### src/rtl/arm_alu_wb.sv
// arm_alu_wb: ALU writeback stage. Registers the ALU result as a
// register-file write token and keeps the architectural NZCV flags.
// Ports:
//   clk, rst_n          clock, async active-low reset
//   in_valid/in_ready   upstream handshake (ALU operation)
//   alu_y, alu_n/z/c/v  ALU result and raw flags
//   opcode, cond, s_bit ALU opcode, ARM condition, set-flags request
//   shift_c             shifter carry-out (C for logical/test ops)
//   rd                  destination register index
//   out_valid/out_ready downstream handshake (write token)
//   out_data/rd/we      registered result, index, write enable
//   flags, c_to_alu     architectural {N,Z,C,V} and carry to ALU
//   flags_load/flags_in direct flag write, wins over instruction update
module arm_alu_wb (
  input  logic        clk,
  input  logic        rst_n,
  input  logic        in_valid,
  output logic        in_ready,
  input  logic [31:0] alu_y,
  input  logic        alu_n,
  input  logic        alu_z,
  input  logic        alu_c,
  input  logic        alu_v,
  input  logic [4:0]  opcode,
  input  logic [3:0]  cond,
  input  logic        s_bit,
  input  logic        shift_c,
  input  logic [3:0]  rd,
  output logic        out_valid,
  input  logic        out_ready,
  output logic [31:0] out_data,
  output logic [3:0]  out_rd,
  output logic        out_we,
  output logic [3:0]  flags,
  output logic        c_to_alu,
  input  logic        flags_load,
  input  logic [3:0]  flags_in
);

  logic        r_valid;
  logic [31:0] r_data;
  logic [3:0]  r_rd;
  logic        r_we;
  logic [3:0]  r_flags;

  logic        w_accept;
  logic        w_pass;
  logic        w_arith;
  logic        w_cmp;
  logic        w_log;
  logic        w_tst;
  logic        w_we;
  logic [3:0]  w_flags_nxt;
  logic        w_n, w_z, w_c, w_v;

  assign w_n = r_flags[3];
  assign w_z = r_flags[2];
  assign w_c = r_flags[1];
  assign w_v = r_flags[0];

  assign in_ready = !r_valid | out_ready;
  assign w_accept = in_valid & in_ready;

  always_comb begin
    w_pass = 1'b0;
    unique case (cond)
      4'b0000: w_pass = w_z;
      4'b0001: w_pass = !w_z;
      4'b0010: w_pass = w_c;
      4'b0011: w_pass = !w_c;
      4'b0100: w_pass = w_n;
      4'b0101: w_pass = !w_n;
      4'b0110: w_pass = w_v;
      4'b0111: w_pass = !w_v;
      4'b1000: w_pass = w_c & !w_z;
      4'b1001: w_pass = !w_c | w_z;
      4'b1010: w_pass = (w_n == w_v);
      4'b1011: w_pass = (w_n != w_v);
      4'b1100: w_pass = !w_z & (w_n == w_v);
      4'b1101: w_pass = w_z | (w_n != w_v);
      4'b1110: w_pass = 1'b1;
      4'b1111: w_pass = 1'b0;
    endcase
  end

  assign w_arith = (opcode >= 5'b00010) && (opcode <= 5'b00111);
  assign w_cmp   = (opcode == 5'b01010) || (opcode == 5'b01011);
  assign w_tst   = (opcode == 5'b01000) || (opcode == 5'b01001);
  assign w_log   = (opcode == 5'b00000) || (opcode == 5'b00001)
                || ((opcode >= 5'b01100) && (opcode <= 5'b01111));

  // Compare/test ops only produce flags, never a register write.
  assign w_we = w_pass & !w_cmp & !w_tst;

  always_comb begin
    w_flags_nxt = r_flags;
    if (w_accept && w_pass) begin
      if ((w_arith && s_bit) || w_cmp)
        w_flags_nxt = {alu_n, alu_z, alu_c, alu_v};
      else if ((w_log && s_bit) || w_tst)
        w_flags_nxt = {alu_n, alu_z, shift_c, r_flags[0]};
    end
    // A direct flag write overrides whatever the instruction did.
    if (flags_load)
      w_flags_nxt = flags_in;
  end

  always_ff @(posedge clk or negedge rst_n) begin
    if (!rst_n) begin
      r_valid <= 1'b0;
      r_data  <= '0;
      r_rd    <= '0;
      r_we    <= 1'b0;
      r_flags <= '0;
    end else begin
      r_flags <= w_flags_nxt;
      if (w_accept) begin
        r_valid <= 1'b1;
        r_data  <= alu_y;
        r_rd    <= rd;
        r_we    <= w_we;
      end else if (out_ready) begin
        r_valid <= 1'b0;
      end
    end
  end

  assign out_valid = r_valid;
  assign out_data  = r_data;
  assign out_rd    = r_rd;
  assign out_we    = r_we;
  assign flags     = r_flags;
  assign c_to_alu  = r_flags[1];

endmodule
### config.mk
export PLATFORM = sky130hd
export DESIGN_NAME = arm_alu_wb
export DESIGN_NICKNAME = d
export VERILOG_FILES = /design/src/rtl/arm_alu_wb.sv
export SDC_FILE = /design/constraint.sdc
export NUM_CORES = 1
export LEC_CHECK = 0
export ABC_AREA = 1
export CAP_MARGIN = 20
export CORE_MARGIN = 3
export CORE_UTILIZATION = 33
export DETAILED_ROUTE_END_ITERATION = 8
export HOLD_SLACK_MARGIN = 0.1
export PLACE_DENSITY = 0.71
export RECOVER_POWER = 100
export SLEW_MARGIN = 0
export SYNTH_ARGS = -nofsm -noshare
export SYNTH_HDL_FRONTEND = slang
export SYNTH_SLANG_ARGS = --single-unit
### constraint.sdc
create_clock -name clk -period 1.7 [get_ports clk]
set_input_delay 0.34 -clock clk [delete_from_list [all_inputs] [get_ports clk]]
set_output_delay 0.34 -clock clk [all_outputs]
set_load 0.05 [all_outputs]
==> impl_metrics.ini <==
[status]
status = finished clean

[synthesis]
synth_edf_count = 0
synth_area_leaders = dfrtp_1 54%, nand2_1 30%, nand3_1 3.1%
syn_area_per_cell_um2 = 7.58
synth_seq_area_share_pct = 54.2
synth_area_um2 = 1940
ys_ff_latch = 42
syn_inst = 256
yosysMostFrequentCell = nand2_1
synthTopCellsByCount = 155 x nand2_1, 42 x dfrtp_1, 12 x nand3_1
yosys_warnings = 0
async_reset_ff_share_pct = 100
yosysTopAreaCell = dfrtp_1
netlist.area_leader.share_pct = 54.2
synth_cell_type_count = 23
syn-num-nets = 316
synth_ff_type = dfrtp_1

[place]
portBuffers = 102
place.gp.congestion = 0.785
dp_hpwl_um = 3900
dpl_cell_area_um2 = 3030

[die]
die_h_um = 82.7
core-area_um2 = 5610
rows = 27
start_util_pct = 34.6
dieWidth_um = 82.7
ios = 104
dieArea_um2 = 6840

[grt]
grt_max_degree = 39
grt_pass1_vias = 1770
grt-ovfl-total = 0
grt_usage_pct = 14.3
grt_first_pass_wirelength_um = 7600
antenna_found_initial = 0

[setup_path]
crit_fanout = 2
slowest_stage = clkdlybuf4s50_1
worstPathArrival_ps = 1240
worstPathRequired_ps = 1360
cp-start-kind = input pin
end_kind = output pin
worst_path_dominant_cell_family = buffers and inverters
critPathKind = in -> out
crit_buf_inv = 4
path_cells = clkdlybuf4s50_1, inv_1, nand2_1, clkbuf_1, buf_12
cpPeakStageDelay_ps = 460

[clock_network]
clock-sinks = 42
root_buffer = clkbuf_8
numCtsBuffers = 5
postCtsSetupBuffers = 0
ctsLongestPathBuffers = 2
clkSlewWorstSetupHoldPaths_ps = 70
clk_latency_ps = 290
cts_tree = built
h-tree-depth = 2

[detailed_routing]
dr.pass1.iters = 4
wire_per_inst_um = 11.5
vias_per_cell = 4.37
antenna_left = 0
drcViolationCount = 0
wl_um = 5120
vias = 1946
initialDrtViolationCount = 111

[sta]
setup-violations-final = 0
period_share_pct = 92.9
skew_ps = 6.78
fin_tns_setup_ps = 0
drv_slew = 0
final_hold_viol_count = 0
fmax_mhz = 633
rsz0062_at_grt = false
finalCriticalPeriod_ps = 1580
worst_pin_slew_ps = 685
slew_headroom_pct = 54.3

[cells_and_area]
num_antenna_cells = 0
fin_area_um2 = 2970
fin_nets = 432
area_delta_synth_final_pct = 53.2
num-fill-cells = 580
drive_above_1_share_pct = 11.3

[min_path]
hold_class = reg -> reg

[pwr]
p_leak_nw = 1.54
vdd_drop_max_mv = 0.432
power.density_nw_per_um2 = 1030

[run]
drv_cap = 0
per-stage QoR:
stage,utilization [%],hold slack [ps],total power [W],worst slack [ps],std cells
after CTS,55.8,460,0.00324,44.1,445
after global placement,54.1,238,0.00258,-223,436
after global routing,53.0,504,0.00323,23.2,445
after detailed placement,54.1,239,0.00259,-270,436
final,53.0,480,0.00306,120,445
after floorplan,-,44.4,0.00206,5.74,256
cells in the final DEF (no fill, tap or decap), types with 2 or more instances in the layout:
cell type        instances
a21oi_2                  2
buf_12                   2
buf_2                    2
buf_4                   10
clkbuf_1                41
clkbuf_2                 5
clkbuf_8                 5
clkdlybuf4s50_1         55
dfrtp_1                 40
dfrtp_2                  2
dlymetal6s2s_1           2
inv_1                    9
inv_2                    4
nand2_1                155
nand2_2                  3
nand2_4                  2
nand3_1                 12
nor2_1                   7
o21ai_0                  2
area by class of cell:
type | count | area, µm² | area share (%)
Multi-Input combinational cell | 192 | 805 | 27.1
Inverter | 14 | 52.6 | 1.77
Clock inverter | 2 | 13.8 | 0.463
Clock buffer | 6 | 72.6 | 2.44
Sequential cell | 42 | 1050 | 35.4
Tap cell | 72 | 90.1 | 3.03
Timing Repair Buffer | 117 | 886 | 29.8
layer usage:
| layer | GRT usage, % | part of all wire [%] | vias to the layer above |
|---|---|---|---|
| met3 | 4.66 | 9.9 | 2 |
| met4 | 4.74 | 0.41 | 0 |
| li1 | - | - | 1006 |
| met1 | 16.3 | 43 | 866 |
| met2 | 25.2 | 47 | 72 |
| met5 | 0 | 0 | - |
kinds of logic after synthesis:
group / Yosys count / share of synthesized area, %
AO/OA/AOI/OAI: 9 / 3.29
AND/OR/NAND/NOR: 183 / 38.0
buffers and inverters: 22 / 4.58
flip-flops: 42 / 54.2
path summary, 6_finish.rpt:
path,startpoint,endpoint,slack [ps],cells after the start
min in group asynchronous,rst_n,out_data[5]$_DFFE_PN0P_,590,2
worst max register to register,flags[2]$_DFFE_PN0P_,flags[2]$_DFFE_PN0P_,160,12
worst min register to register,out_data[14]$_DFFE_PN0P_,out_data[14]$_DFFE_PN0P_,480,2
worst min-delay path,out_data[14]$_DFFE_PN0P_,out_data[14]$_DFFE_PN0P_,480,2
max in group asynchronous,rst_n,out_data[0]$_DFFE_PN0P_,240,3
worst max-delay path,out_ready,in_ready,120,5
worst reg2reg max path, delay by kind of cell (launching register included):
kind	cells	cell delay [ps]
flip-flops	1	450
AND/OR/NAND/NOR	12	980
what timing repair did:
item,4_1_cts,5_1_grt
resized for setup,0,4
hold buffers,1,0
hold endpoints to repair,12,0
setup endpoints to repair,0,4
registers in the layout, indices dropped and copies added, names as in the netlist:
signal and cells:
flags 4, out_rd 4, out_data 32, out_we 1
out_valid 1
power breakdown:
| part | internal [W] | leakage [nW] | switching, W |
|---|---|---|---|
| Clock | 0.000290 | 0.0452 | 0.000338 |
| Sequential | 0.00114 | 0.514 | 0.0000956 |
| Combinational | 0.000336 | 0.982 | 0.000863 |
Power figures use the tool's default switching activity.
